===== src/rtl/safe_pkg.sv =====
// Shared types and dial helpers for the strong-box access sequencer.
package safe_pkg;

  localparam int DIGIT_W = 4;

  typedef enum logic [2:0] {
    S_IDLE    = 3'd0,
    S_ENTRY   = 3'd1,
    S_CHECK   = 3'd2,
    S_OPEN    = 3'd3,
    S_FAIL    = 3'd4,
    S_LOCKOUT = 3'd5
  } state_t;

  typedef enum logic [1:0] {
    DIR_NONE = 2'd0,
    DIR_UP   = 2'd1,
    DIR_DN   = 2'd2
  } dir_t;

  function automatic logic [DIGIT_W-1:0] onehot_to_bcd(input logic [9:0] oh);
    logic [DIGIT_W-1:0] d;
    d = '0;
    for (int unsigned i = 0; i < 10; i++) begin
      if (oh[i]) d = DIGIT_W'(i);
    end
    return d;
  endfunction

  function automatic logic [DIGIT_W-1:0] mod10_inc(input logic [DIGIT_W-1:0] d);
    return (d == DIGIT_W'(9)) ? '0 : d + 1'b1;
  endfunction

  function automatic logic [DIGIT_W-1:0] mod10_dec(input logic [DIGIT_W-1:0] d);
    return (d == '0) ? DIGIT_W'(9) : d - 1'b1;
  endfunction

endpackage


===== src/rtl/safe_access_ctrl_dial_tracker.sv =====
// Dial position tracker: validates one-hot samples, detects +/-1 steps and
// emits a capture strobe at each direction reversal plus a jump error strobe.
module dial_tracker
  import safe_pkg::*;
(
  input  logic               clk,
  input  logic               rst,
  input  logic [9:0]         keypad,
  input  logic               clear,
  input  logic               arm,
  output logic [DIGIT_W-1:0] pos_now,
  output logic               step,
  output logic               cap_stb,
  output logic [DIGIT_W-1:0] cap_digit,
  output logic               err_stb
);

  logic [DIGIT_W-1:0] pos_q, samp;
  dir_t               dir_q, dir_n;
  logic               valid, up, dn, jump;

  always_comb begin
    valid     = $onehot(keypad);
    samp      = onehot_to_bcd(keypad);
    up        = valid && (samp == mod10_inc(pos_q));
    dn        = valid && (samp == mod10_dec(pos_q));
    jump      = valid && (samp != pos_q) && !up && !dn;
    pos_now   = valid ? samp : pos_q;
    step      = up || dn;
    cap_digit = pos_q;
    cap_stb   = arm && ((up && dir_q == DIR_DN) || (dn && dir_q == DIR_UP));
    err_stb   = arm && jump;
    dir_n     = dir_q;
    if (clear || jump) dir_n = DIR_NONE;
    else if (up)       dir_n = DIR_UP;
    else if (dn)       dir_n = DIR_DN;
  end

  always_ff @(posedge clk or posedge rst) begin
    if (rst) begin
      pos_q <= '0;
      dir_q <= DIR_NONE;
    end else begin
      pos_q <= pos_now;
      dir_q <= dir_n;
    end
  end

endmodule


===== src/rtl/safe_access_ctrl.sv =====
// Strong-box access sequencer: combination entry, check, open hold, failure
// counting and lockout. SAFE_PROGRESSIVE_LOCKOUT_EN doubles each lockout.
module safe_access_ctrl
  import safe_pkg::*;
#(
  parameter int DIGITS       = 6,
  parameter int MAX_FAIL     = 3,
  parameter int OPEN_CYC     = 500,
  parameter int LOCKOUT_CYC  = 1000,
  parameter int ENTRY_TO_CYC = 2000
) (
  input  logic                      clk,
  input  logic                      rst,
  input  logic [DIGIT_W*DIGITS-1:0] code,
  input  logic [9:0]                keypad,
  input  logic                      tryopen,
  output logic                      lock_open,
  output logic                      locked_out,
  output logic [1:0]                fail_cnt,
  output logic [2:0]                state_o
);

  localparam int NCW = $clog2(DIGITS + 1);
  localparam int TW  = $clog2(LOCKOUT_CYC * 8 + OPEN_CYC + ENTRY_TO_CYC + 1);

  state_t                          state_q, state_n;
  logic                            try_q, try_edge;
  logic [DIGITS-1:0][DIGIT_W-1:0]  digits_q, digits_n;
  logic [NCW-1:0]                  ncap_q, ncap_n;
  logic                            err_q, err_n;
  logic [TW-1:0]                   tmr_q, tmr_n, lock_dur;
  logic [1:0]                      fail_q, fail_n;
  logic [DIGIT_W-1:0]              trk_pos, trk_digit;
  logic                            trk_step, trk_cap, trk_err;
`ifdef SAFE_PROGRESSIVE_LOCKOUT_EN
  logic [1:0]                      lvl_q, lvl_n;
`endif

  assign try_edge = tryopen && !try_q;
  assign fail_cnt = fail_q;
  assign state_o  = state_q;

  dial_tracker u_dial (
    .clk       (clk),
    .rst       (rst),
    .keypad    (keypad),
    .clear     (state_q == S_IDLE && try_edge),
    .arm       (state_q == S_ENTRY),
    .pos_now   (trk_pos),
    .step      (trk_step),
    .cap_stb   (trk_cap),
    .cap_digit (trk_digit),
    .err_stb   (trk_err)
  );

  always_comb begin
    state_n  = state_q;
    digits_n = digits_q;
    ncap_n   = ncap_q;
    err_n    = err_q;
    tmr_n    = tmr_q;
    fail_n   = fail_q;
`ifdef SAFE_PROGRESSIVE_LOCKOUT_EN
    lvl_n    = lvl_q;
    lock_dur = TW'(LOCKOUT_CYC) << lvl_q;
`else
    lock_dur = TW'(LOCKOUT_CYC);
`endif
    case (state_q)
      S_IDLE: begin
        if (try_edge) begin
          state_n  = S_ENTRY;
          digits_n = '0;
          ncap_n   = '0;
          err_n    = 1'b0;
          tmr_n    = TW'(ENTRY_TO_CYC - 1);
        end
      end
      S_ENTRY: begin
        if (trk_err) err_n = 1'b1;
        // Reversal capture first, so a same-cycle final capture lands after it.
        if (trk_cap) begin
          if (ncap_n == NCW'(DIGITS)) err_n = 1'b1;
          else begin
            for (int unsigned i = 0; i < DIGITS; i++)
              if (NCW'(i) == ncap_n) digits_n[i] = trk_digit;
            ncap_n = ncap_n + 1'b1;
          end
        end
        if (try_edge) begin
          if (ncap_n == NCW'(DIGITS)) err_n = 1'b1;
          else begin
            for (int unsigned i = 0; i < DIGITS; i++)
              if (NCW'(i) == ncap_n) digits_n[i] = trk_pos;
            ncap_n = ncap_n + 1'b1;
          end
          state_n = S_CHECK;
        end else if (trk_step) begin
          tmr_n = TW'(ENTRY_TO_CYC - 1);
        end else if (tmr_q == '0) begin
          state_n = S_IDLE;
        end else begin
          tmr_n = tmr_q - 1'b1;
        end
      end
      S_CHECK: begin
        if (ncap_q == NCW'(DIGITS) && !err_q && digits_q == code) begin
          state_n = S_OPEN;
          fail_n  = '0;
          tmr_n   = TW'(OPEN_CYC - 1);
`ifdef SAFE_PROGRESSIVE_LOCKOUT_EN
          lvl_n   = '0;
`endif
        end else begin
          state_n = S_FAIL;
        end
      end
      S_OPEN: begin
        if (try_edge)            tmr_n   = TW'(OPEN_CYC - 1);
        else if (tmr_q == '0)    state_n = S_IDLE;
        else                     tmr_n   = tmr_q - 1'b1;
      end
      S_FAIL: begin
        fail_n = (fail_q == 2'(MAX_FAIL)) ? fail_q : fail_q + 2'd1;
        if (fail_n == 2'(MAX_FAIL)) begin
          state_n = S_LOCKOUT;
          tmr_n   = lock_dur - 1'b1;
`ifdef SAFE_PROGRESSIVE_LOCKOUT_EN
          lvl_n   = (lvl_q == 2'd3) ? lvl_q : lvl_q + 2'd1;
`endif
        end else begin
          state_n = S_IDLE;
        end
      end
      S_LOCKOUT: begin
        if (tmr_q == '0) begin
          state_n = S_IDLE;
          fail_n  = '0;
        end else begin
          tmr_n = tmr_q - 1'b1;
        end
      end
      default: state_n = S_IDLE;
    endcase
  end

  always_ff @(posedge clk or posedge rst) begin
    if (rst) begin
      state_q    <= S_IDLE;
      try_q      <= 1'b0;
      digits_q   <= '0;
      ncap_q     <= '0;
      err_q      <= 1'b0;
      tmr_q      <= '0;
      fail_q     <= '0;
      lock_open  <= 1'b0;
      locked_out <= 1'b0;
    end else begin
      state_q    <= state_n;
      try_q      <= tryopen;
      digits_q   <= digits_n;
      ncap_q     <= ncap_n;
      err_q      <= err_n;
      tmr_q      <= tmr_n;
      fail_q     <= fail_n;
      lock_open  <= (state_n == S_OPEN);
      locked_out <= (state_n == S_LOCKOUT);
    end
  end

`ifdef SAFE_PROGRESSIVE_LOCKOUT_EN
  always_ff @(posedge clk or posedge rst) begin
    if (rst) lvl_q <= '0;
    else     lvl_q <= lvl_n;
  end
`endif

endmodule


===== config.mk =====
export PLATFORM = sky130hd
export DESIGN_NAME = safe_access_ctrl
export DESIGN_NICKNAME = d
export VERILOG_FILES = /design/src/rtl/safe_pkg.sv /design/src/rtl/safe_access_ctrl_dial_tracker.sv /design/src/rtl/safe_access_ctrl.sv
export SDC_FILE = /design/constraint.sdc
export NUM_CORES = 1
export LEC_CHECK = 0
export CELL_PAD_IN_SITES_DETAIL_PLACEMENT = 1
export CELL_PAD_IN_SITES_GLOBAL_PLACEMENT = 1
export CORE_MARGIN = 1
export CORE_UTILIZATION = 40
export DETAILED_ROUTE_END_ITERATION = 10
export DONT_BUFFER_PORTS = 1
export PLACE_DENSITY_LB_ADDON = 0.1
export SKIP_LAST_GASP = 1
export SLEW_MARGIN = 25
export SYNTH_ARGS = -nofsm -noshare
export SYNTH_HDL_FRONTEND = slang
export SYNTH_SLANG_ARGS = --single-unit

===== constraint.sdc =====
create_clock -name clk -period 3.1 [get_ports clk]
set_input_delay 0.465 -clock clk [delete_from_list [all_inputs] [get_ports clk]]
set_output_delay 0.465 -clock clk [all_outputs]
set_load 0.02 [all_outputs]

==> Word-level counts from Yosys, hierarchy flattened <==
Index checks and enable logic that the tools add are counted.
{ "op_classes": {"addsub": 15, "n_eq_ne": 34, "mux": 67, "reduce_logical": 32} }
{ "op_table": {"columns": ["op", "n"], "rows": [
  ["$mux 24", 5],
  ["$mux 14", 7],
  ["$pmux 14 s6", 1],
  ["$mux 4", 17],
  ["$mux 3", 17],
  ["$pmux 24 s2", 1],
  ["$eq 24x24->1", 1],
  ["$pmux 3 s6", 1],
  ["$add 4x4->4", 4],
  ["$mux 2", 8],
  ["$eq 3x3->1 const B", 5],
  ["$logic_not 14->1", 1],
  ["$sub 14x1->14 const B", 1],
  ["$logic_and 1x1->1", 13],
  ["$eq 2x3->1 const A", 4],
  ["$eq 3x3->1 const A", 4],
  ["$add 1x1->2", 5],
  ["$ne 2x2->1 const B", 5],
  ["$eq 3x2->1 const B", 3],
  ["$logic_not 3->1", 3],
  ["$eq 4x4->1", 2],
  ["$mux 1", 7],
  ["$add 3x1->3 const B", 2],
  ["$eq 1x3->1 const A", 2],
  ["other kinds (21)", 29]
]} }
{ "word_totals": {"regBits": 56, "in_bits": 37, "output_inout_bits": 7} }

==> Longest topological paths before layout <==
Gate-level depths: netlist of the first run.
{ "depth": {"word_depth": 21, "ltp_mapped": 19, "depth_no_buf": 17} }

==> Cells and area by module <==
A second synthesis of the first run with hierarchy kept.
{ "unflattened": {"cells_unflattened": 570, "hier_area_um2": 4709.5} }
{ "modules_own_cells": {"columns": ["mod", "n_inst", "cells_each", "area_each_um2", "seq_area_each_um2"], "rows": [
  ["safe_access_ctrl", 1, 449, 3769.9, 1251.2],
  ["dial_tracker", 1, 121, 939.7, 150.1]
]} }

==> Least setup slack after synthesis of the first run <==
OpenSTA, ideal clock, no wires.
{ "synth_timing": {"kind": "in2reg", "from": "input keypad[0]", "to": "register digits_q[20] in the netlist's numbering", "arrival_time_ns": 4.695, "required_time_ns": 2.960, "slack_ns": -1.735, "stages": 18, "n_path_buf": 2, "cell_sequence": "ha_1 inv_1 fa_1 fa_1 inv_1 fa_1 inv_1 fa_1 a2111oi_2 o211a_1 and3_1 clkbuf_1 nand2_1 nor4b_4 a2bb2o_2 buf_2 a21oi_2 o221ai_1"} }
{ "synth_via": {"elab_chain_cells": 16, "elab_cells_between_ends": 21, "cone_classes": "add/sub: 4; eq/ne: 3; mux: 8; reduce/logical: 6"} }
{ "synth_rtl": {"columns": ["element", "line", "text"], "rows": [
  ["from (decl)", "safe_access_ctrl.sv:15", "input logic [9:0] keypad,"],
  ["$add 1x1->2 (not written as such) *", "safe_access_ctrl_dial_tracker.sv:23", "valid = $onehot(keypad);"],
  ["$add 4x4->4 (not written as such) * (3 in a row)", "safe_access_ctrl_dial_tracker.sv:23", null],
  ["$eq 4x1->1 *", "safe_access_ctrl_dial_tracker.sv:23", null],
  ["$logic_and 1x1->1, on equally long branches", "safe_access_ctrl_dial_tracker.sv:25, safe_access_ctrl_dial_tracker.sv:26", null],
  ["$logic_and 1x1->1", "safe_access_ctrl_dial_tracker.sv:31", "cap_stb = arm && ((up && dir_q == DIR_DN) || (dn && dir_q == DIR_UP));"],
  ["$logic_or 1x1->1", "safe_access_ctrl_dial_tracker.sv:31", null],
  ["$logic_and 1x1->1", "safe_access_ctrl_dial_tracker.sv:31", null],
  ["$mux 3", "safe_access_ctrl.sv:82", "if (trk_cap) begin"],
  ["$mux 3", "safe_access_ctrl.sv:69", "case (state_q)"],
  ["$eq 3x3->1", "safe_access_ctrl.sv:94", "if (NCW'(i) == ncap_n) digits_n[i] = trk_pos;"],
  ["$mux 4", "safe_access_ctrl.sv:94", null],
  ["$mux 24", "safe_access_ctrl.sv:91", "if (ncap_n == NCW'(DIGITS)) err_n = 1'b1;"],
  ["$mux 24 *", "safe_access_ctrl.sv:90", "if (try_edge) begin"],
  ["$pmux 24 s2 *", "safe_access_ctrl.sv:69", null],
  ["to (signal assigned)", "safe_access_ctrl.sv:161", "digits_q <= digits_n;"],
  ["to (decl)", "safe_access_ctrl.sv:28", "logic [DIGITS-1:0][DIGIT_W-1:0] digits_q, digits_n;"]
]} }
Mark *: on every way between the ends. The rest lies on a longest branch, timed or not. The select of a mux whose other input is x is not followed.
A chain may end at the register's enable or synchronous reset.

==> Worst setup path after layout of the first run <==
{ "layout_timing": {"from": "input keypad[4]", "to": "register digits_q[22] in the netlist's numbering"} }
{ "layout_via": {"elab_chain_cells": 18, "elab_cells_between_ends": 29, "cone_classes": "add/sub: 4; eq/ne: 5; mux: 14; reduce/logical: 6"} }
{ "layout_rtl": {"columns": ["element", "line"], "rows": [
  ["branches (longest 16 deep; another with $add 4x4->4)", null],
  ["$mux 24 *", "safe_access_ctrl.sv:90"],
  ["$pmux 24 s2 *", "safe_access_ctrl.sv:69"]
]} }
Every way passes the cells marked *. The select of a mux whose other input is x is not followed.

==> results.sh, run 1 <==
export IMPL_status="finished, violations left"
export IMPL_violations="setup timing"
export IMPL_max_stage_delay_ns=0.55
export IMPL_h_tree_depth=2
export IMPL_yosysTopAreaCellShare=0.309
export IMPL_numCtsBuffers=5
export IMPL_root_buffer="clkbuf_16"
export IMPL_start_util=0.414
export IMPL_post_route_util=0.538
export IMPL_yosys_top_cells_area="dfrtp_1 31%, ha_1 5.0%, nand2_1 4.1%, xnor2_1 4.1%, nor2_1 3.9%"
export IMPL_p_total_uw=4680
export IMPL_slew_headroom=0.530
export IMPL_vias=4366
export IMPL_synth_top_family_by_area="simple AND/OR/NAND/NOR gates"
export IMPL_hpwl_um=10600
export IMPL_cts_sinks=56
export IMPL_die_x_um=108
export IMPL_antenna_cells=0
export IMPL_slowest_stage="fa_1"
export IMPL_drive_gt1_frac=0.284
export IMPL_vias_per_cell=5.82
export IMPL_path_class="in -> reg"
export IMPL_syn_nets=601
export IMPL_io_buffers=0
export IMPL_crit_chain="inv_12 -> ha_4 -> inv_2 -> fa_1 -> fa_1 -> inv_1 -> fa_2 -> inv_2 -> fa_2 -> a2111oi_4 -> o211a_4 -> and3_4 -> nand2_8 -> nor4b_4 -> a2bb2o_4 -> a21oi_4 -> o221ai_2"
export IMPL_min_period_over_period=1.31
export IMPL_routed_wl_um=14100
export IMPL_crit_arrival_ns=4.23
export IMPL_vdd_drop_max_v=0.000491
export IMPL_synthAdderAreaFrac=0.0762
export IMPL_cp_num_buf_inv=4
export IMPL_final_area_mm2=0.00588
export IMPL_fmax_mhz=247
export IMPL_core_area_mm2=0.0109
export IMPL_crit_family="adder cells"
export IMPL_leakage_uw=0.00256
export IMPL_required_ns=3.28
export IMPL_syn_avg_cell_area_um2=8.39
export IMPL_die_h_um=108
export IMPL_synth_seq_cells=56
export IMPL_yosys_area_top_type="dfrtp_1"
export IMPL_yosys_warnings=0
export IMPL_period_minus_slack_ns=4.05
export IMPL_nets=670
export IMPL_grt_pass1_vias=4520
export IMPL_clock_latency_ns=0.30
export IMPL_cts_buffer_depth=2
export IMPL_drc=0
export IMPL_critPathLaunchType="input port"
export IMPL_grt_pass1_wl_um=22900
export IMPL_io_pins=44
export IMPL_final_cell_mix="68 x buf_4, 56 x dfrtp_1, 48 x nand2_1"
export IMPL_yosysSeqAreaShare=0.309
export IMPL_syn_area_mm2=0.00453
export IMPL_place_congestion=0.871
export IMPL_cts_clk_slew_worst_paths_ns=0.08
export IMPL_synthFlopType="dfrtp_1"
export IMPL_cts_tree="done"
export IMPL_maxCapViolCount=0
export IMPL_wire_per_inst_um=18.7
export IMPL_worstMarginPinSlew_ns=0.702
export IMPL_synthCells=540
export IMPL_synthToLayoutAreaGrowth_pct=29.9
export IMPL_place_area_mm2=0.00531
export IMPL_rsz0062_at_grt="true"
export IMPL_synth_xor_area_share=0.0696
export IMPL_setup_ws_ns=-0.949
export IMPL_grt_max_degree=33
export IMPL_antenna_found_initial=0
export IMPL_worst_setup_path_end_kind="flop"
export IMPL_hold_violations=0
export IMPL_place_inst=727
export IMPL_fin_cells=750
export IMPL_p_per_area_mw_per_mm2=796
export IMPL_overflow=0
export IMPL_synth_cell_type_count=66
export IMPL_synth_compound_area_share=0.218
export IMPL_rrSetupSlack_ns=0.12
export IMPL_first_pass_iters=6
export IMPL_synthMuxAreaShare=0.0345
export IMPL_setup_violations=51
export IMPL_finalClockSkew_ns=0.00893
export IMPL_track_usage=0.250
export IMPL_yosys_area_share_simple=0.239
export IMPL_synth_edf_count=0
export IMPL_final_common_cell="buf_4"
export IMPL_ant_nets=0
export IMPL_hold_path_class="in -> async"
export IMPL_synthArstFlopShare=1.00
export IMPL_num_rows=38
export IMPL_critPathMaxFanout=6
export IMPL_final_max_slew_viol_count=0
export IMPL_drtIter0Drc=177
export IMPL_die_area_mm2=0.0118
Yosys cell counts (all sizes together) (13+ instances only):
cell type  number
nor2           48
mux2i          13
clkbuf         18
dfrtp          56
nand2          50
ha             18
xor2           15
nor3           27
o21ai          28
nand3          21
inv            41
a21oi          32
xnor2          21
per-stage QoR:
step | hold slack (ns) | TNS (ns) | setup WS, ns
6_report | 0.0714 | -39.09 | -0.949
5_1_grt | 0.100 | -47.09 | -1.11
4_1_cts | 0.0812 | -35.98 | -0.926
3_5_place_dp | 0.412 | -57.71 | -1.43
3_3_place_gp | 0.411 | -53.78 | -1.30
2_1_floorplan | 0.471 | -46.54 | -1.33
per-layer routing:
metal | wire [um] | track usage | up-vias
met3 | 416 | 0.0289 | 16
met5 | 0 | 0 | -
met2 | 7250 | 0.438 | 84
met4 | 251 | 0.0685 | 0
li1 | - | - | 2084
met1 | 6140 | 0.322 | 2182
logic make-up after synthesis:
kind of cell,count (synthesis)
AO/OA/AOI/OAI,136
XOR/XNOR,36
adder cells (fa/ha/maj),24
buffers and inverters,64
flip-flops,56
multiplexers,15
AND/OR/NAND/NOR,209
power by group:
group	switching (uW)	leakage (uW)	internal, uW
clock network	283	0.0000772	324
logic	1680	0.00174	1200
registers	260	0.000737	928
sequential cells by signal, summed over array words and instances, names as in the netlist:
signal,count
u_dial.dir_q,2
state_o,3
err_q,1
lock_open,1
ncap_q,3
fail_cnt,2
locked_out,1
try_q,1
digits_q,24
tmr_q,14
u_dial.cap_digit,4
repair_timing:
item                       4_1_cts  5_1_grt
setup endpoints to repair       49       51
pin swaps                       16       33
buffers inserted                 8        8
hold buffers                     0        0
gates cloned                     0        1
gates resized for setup         35       33
area by class of cell:
cell class,count,area (um2)
clock inverter,2,13.8
timing repair buffer,83,688
sequential,56,1400
multi-input combinational,421,3290
fill,1303,5050
clock buffer,6,139
tap,140,175
inverter,42,175
worst register-to-register path: cells and delay by family (launching register included):
kind / cells / cell delay, ns
AOI/OAI and AO/OA: 4 / 1.24
buffers and inverters: 1 / 0.16
DFF: 1 / 0.51
muxes: 1 / 0.21
and+or+nand+nor: 4 / 0.75
worst paths after layout:
| path | start | to | cells past startpoint |
|---|---|---|---|
| setup / recovery | keypad[4] | digits_q[22]$_DFFE_PP0P_ | 17 |
| setup reg to reg | u_dial.cap_digit[0]$_DFF_PP0_ | digits_q[11]$_DFFE_PP0P_ | 10 |
| max in group asynchronous | rst | state_o[0]$_DFF_PP0_ | 2 |
| hold / removal | rst | digits_q[22]$_DFFE_PP0P_ | 1 |
| hold reg to reg | digits_q[4]$_DFFE_PP0P_ | digits_q[4]$_DFFE_PP0P_ | 1 |
| min in group clk | tryopen | try_q$_DFF_PP0_ | 0 |
Power figures use the tool's default switching activity.
==> run 2, diff against run 1 <==
--- a/config.mk
+++ b/config.mk
@@ -12,6 +12,7 @@
 export DETAILED_ROUTE_END_ITERATION = 10
 export DONT_BUFFER_PORTS = 1
 export PLACE_DENSITY_LB_ADDON = 0.1
+export RECOVER_POWER = 50
 export SKIP_LAST_GASP = 1
 export SLEW_MARGIN = 25
 export SYNTH_ARGS = -nofsm -noshare
==> run 2 against run 1 <==
Effect of this change: the flow still finishes with violations (setup timing); clock power hardly changed; total power hardly changed; clock-buffer cell count stayed put; largest cell class unchanged.
==> results.sh, run 2 (synthesis gave the netlist of run 1 again) <==
export IMPL_required_ns=3.28
export IMPL_die_x_um=108
export IMPL_routed_wl_um=14100
export IMPL_violations="setup timing"
export IMPL_io_buffers=0
export IMPL_cts_buffer_depth=2
export IMPL_final_area_mm2=0.00588
export IMPL_antenna_cells=0
export IMPL_p_int_uw=2460
export IMPL_rsz0062_at_grt="true"
export IMPL_drc=0
export IMPL_cts_tree="done"
export IMPL_setup_ws_ns=-0.949
export IMPL_path_class="in -> reg"
export IMPL_setup_violations=51
export IMPL_root_buffer="clkbuf_16"
export IMPL_p_clk_frac=0.130
export IMPL_top_register="digits_q"
export IMPL_p_per_area_mw_per_mm2=796
export IMPL_vias_per_cell=5.82
export IMPL_drtIter0Drc=177
export IMPL_first_pass_iters=6
export IMPL_worstMarginPinSlew_ns=0.923
export IMPL_drive_gt1_frac=0.282
export IMPL_place_inst=727
export IMPL_critPathLaunchType="input port"
export IMPL_die_h_um=108
export IMPL_cts_sinks=56
export IMPL_vdd_drop_max_v=0.000491
export IMPL_finalClockSkew_ns=0.00893
export IMPL_slew_headroom=0.384
export IMPL_nets=670
export IMPL_worst_setup_path_end_kind="flop"
export IMPL_fin_cells=750
export IMPL_final_max_slew_viol_count=0
export IMPL_core_area_mm2=0.0109
export IMPL_place_congestion=0.871
export IMPL_final_common_cell="buf_4"
export IMPL_h_tree_depth=2
export IMPL_p_sw_frac=0.475
export IMPL_wire_per_inst_um=18.7
export IMPL_final_cell_mix="67 x buf_4, 56 x dfrtp_1, 48 x nand2_1"
export IMPL_antenna_found_initial=0
export IMPL_ctsHoldBuffers=0
export IMPL_grt_pass1_wl_um=22900
export IMPL_seqPwrFrac=0.254
export IMPL_critPathMaxFanout=6
export IMPL_vias=4366
export IMPL_cts_clk_slew_worst_paths_ns=0.08
export IMPL_place_ws_ns=-1.43
export IMPL_ant_nets=0
export IMPL_track_usage=0.250
export IMPL_period_minus_slack_ns=4.05
export IMPL_fmax_mhz=247
export IMPL_hold_violations=0
export IMPL_overflow=0
export IMPL_hold_path_class="in -> reg"
export IMPL_maxCapViolCount=0
export IMPL_grt_max_degree=33
export IMPL_io_pins=44
export IMPL_die_area_mm2=0.0118
export IMPL_p_comb_frac=0.616
export IMPL_leakage_uw=0.00256
export IMPL_largest_reg_flops=24
export IMPL_num_rows=38
export IMPL_p_switching_uw=2230
export IMPL_clock_latency_ns=0.30
export IMPL_min_period_over_period=1.31
export IMPL_crit_arrival_ns=4.23
export IMPL_place_area_mm2=0.00531
export IMPL_hpwl_um=10600
export IMPL_start_util=0.414
export IMPL_status="finished, violations left"
export IMPL_grt_pass1_vias=4520
export IMPL_synthToLayoutAreaGrowth_pct=29.8
export IMPL_numCtsBuffers=5
-- run 2: final timing paths --
path,startpoint,to,slack [ns],cells after the start
max reg2reg,u_dial.cap_digit[0]$_DFF_PP0_,digits_q[11]$_DFFE_PP0P_,0.12,10
max in group asynchronous,rst,state_o[0]$_DFF_PP0_,1.47,2
min reg2reg,digits_q[4]$_DFFE_PP0P_,digits_q[4]$_DFFE_PP0P_,0.51,1
min in group asynchronous,rst,digits_q[22]$_DFFE_PP0P_,0.25,1
max,keypad[4],digits_q[22]$_DFFE_PP0P_,-0.95,17
min,tryopen,try_q$_DFF_PP0_,0.19,0
-- run 2: critical path, stage by stage --
cell	delay, ns
inv_12	0.01
ha_4	0.25
inv_2	0.03
fa_1	0.55
fa_1	0.41
inv_1	0.08
fa_2	0.20
inv_2	0.04
fa_2	0.38
a2111oi_4	0.26
o211a_4	0.20
and3_4	0.22
nand2_8	0.09
nor4b_4	0.41
a2bb2o_4	0.28
a21oi_4	0.23
o221ai_2	0.12
-- run 2: what timing repair did --
item	in CTS	in global routing
resized for setup	35	33
cloned	0	1
endpoints found under the setup margin	49	51
pin swaps	16	33
setup buffers	8	8
-- run 2: layer usage --
metal / part of all wire / vias to the layer above / track usage / routed length, um
li1: - / 2084 / - / -
met1: 0.44 / 2182 / 0.322 / 6140
met2: 0.52 / 84 / 0.438 / 7250
met3: 0.030 / 16 / 0.0289 / 416
met4: 0.018 / 0 / 0.0685 / 251
met5: 0 / - / 0 / 0
-- run 2: power by group through the flow --
| stage | Sequential [uW] | Clock [uW] | Combinational, uW |
|---|---|---|---|
| finish | 1190 | 607 | 2890 |
| global route | 1230 | 658 | 3140 |
| CTS | 1190 | 629 | 2700 |
| detailed placement | 1200 | 0 | 2540 |
| global placement | 1190 | 0 | 2460 |
| floorplan | 1130 | 0 | 1730 |
-- run 2: through the flow --
| step | total power, uW | hold WS (ns) | util | TNS [ns] |
|---|---|---|---|---|
| after floorplan | 2860 | 0.471 | - | -46.54 |
| after CTS | 4510 | 0.0812 | 0.520 | -35.98 |
| after global placement | 3640 | 0.411 | 0.485 | -53.78 |
| final | 4680 | 0.191 | 0.538 | -39.09 |
| after global routing | 5030 | 0.182 | 0.538 | -47.09 |
| after detailed placement | 3740 | 0.412 | 0.485 | -57.71 |
-- run 2: cell type report --
cell class	count	area, um2
inverters	42	175
fillers	1304	5050
clock buffers	6	139
well taps	140	175
flip-flops and latches	56	1400
clock inverters	2	13.8
multi-input cells	421	3290
repair buffers	83	686
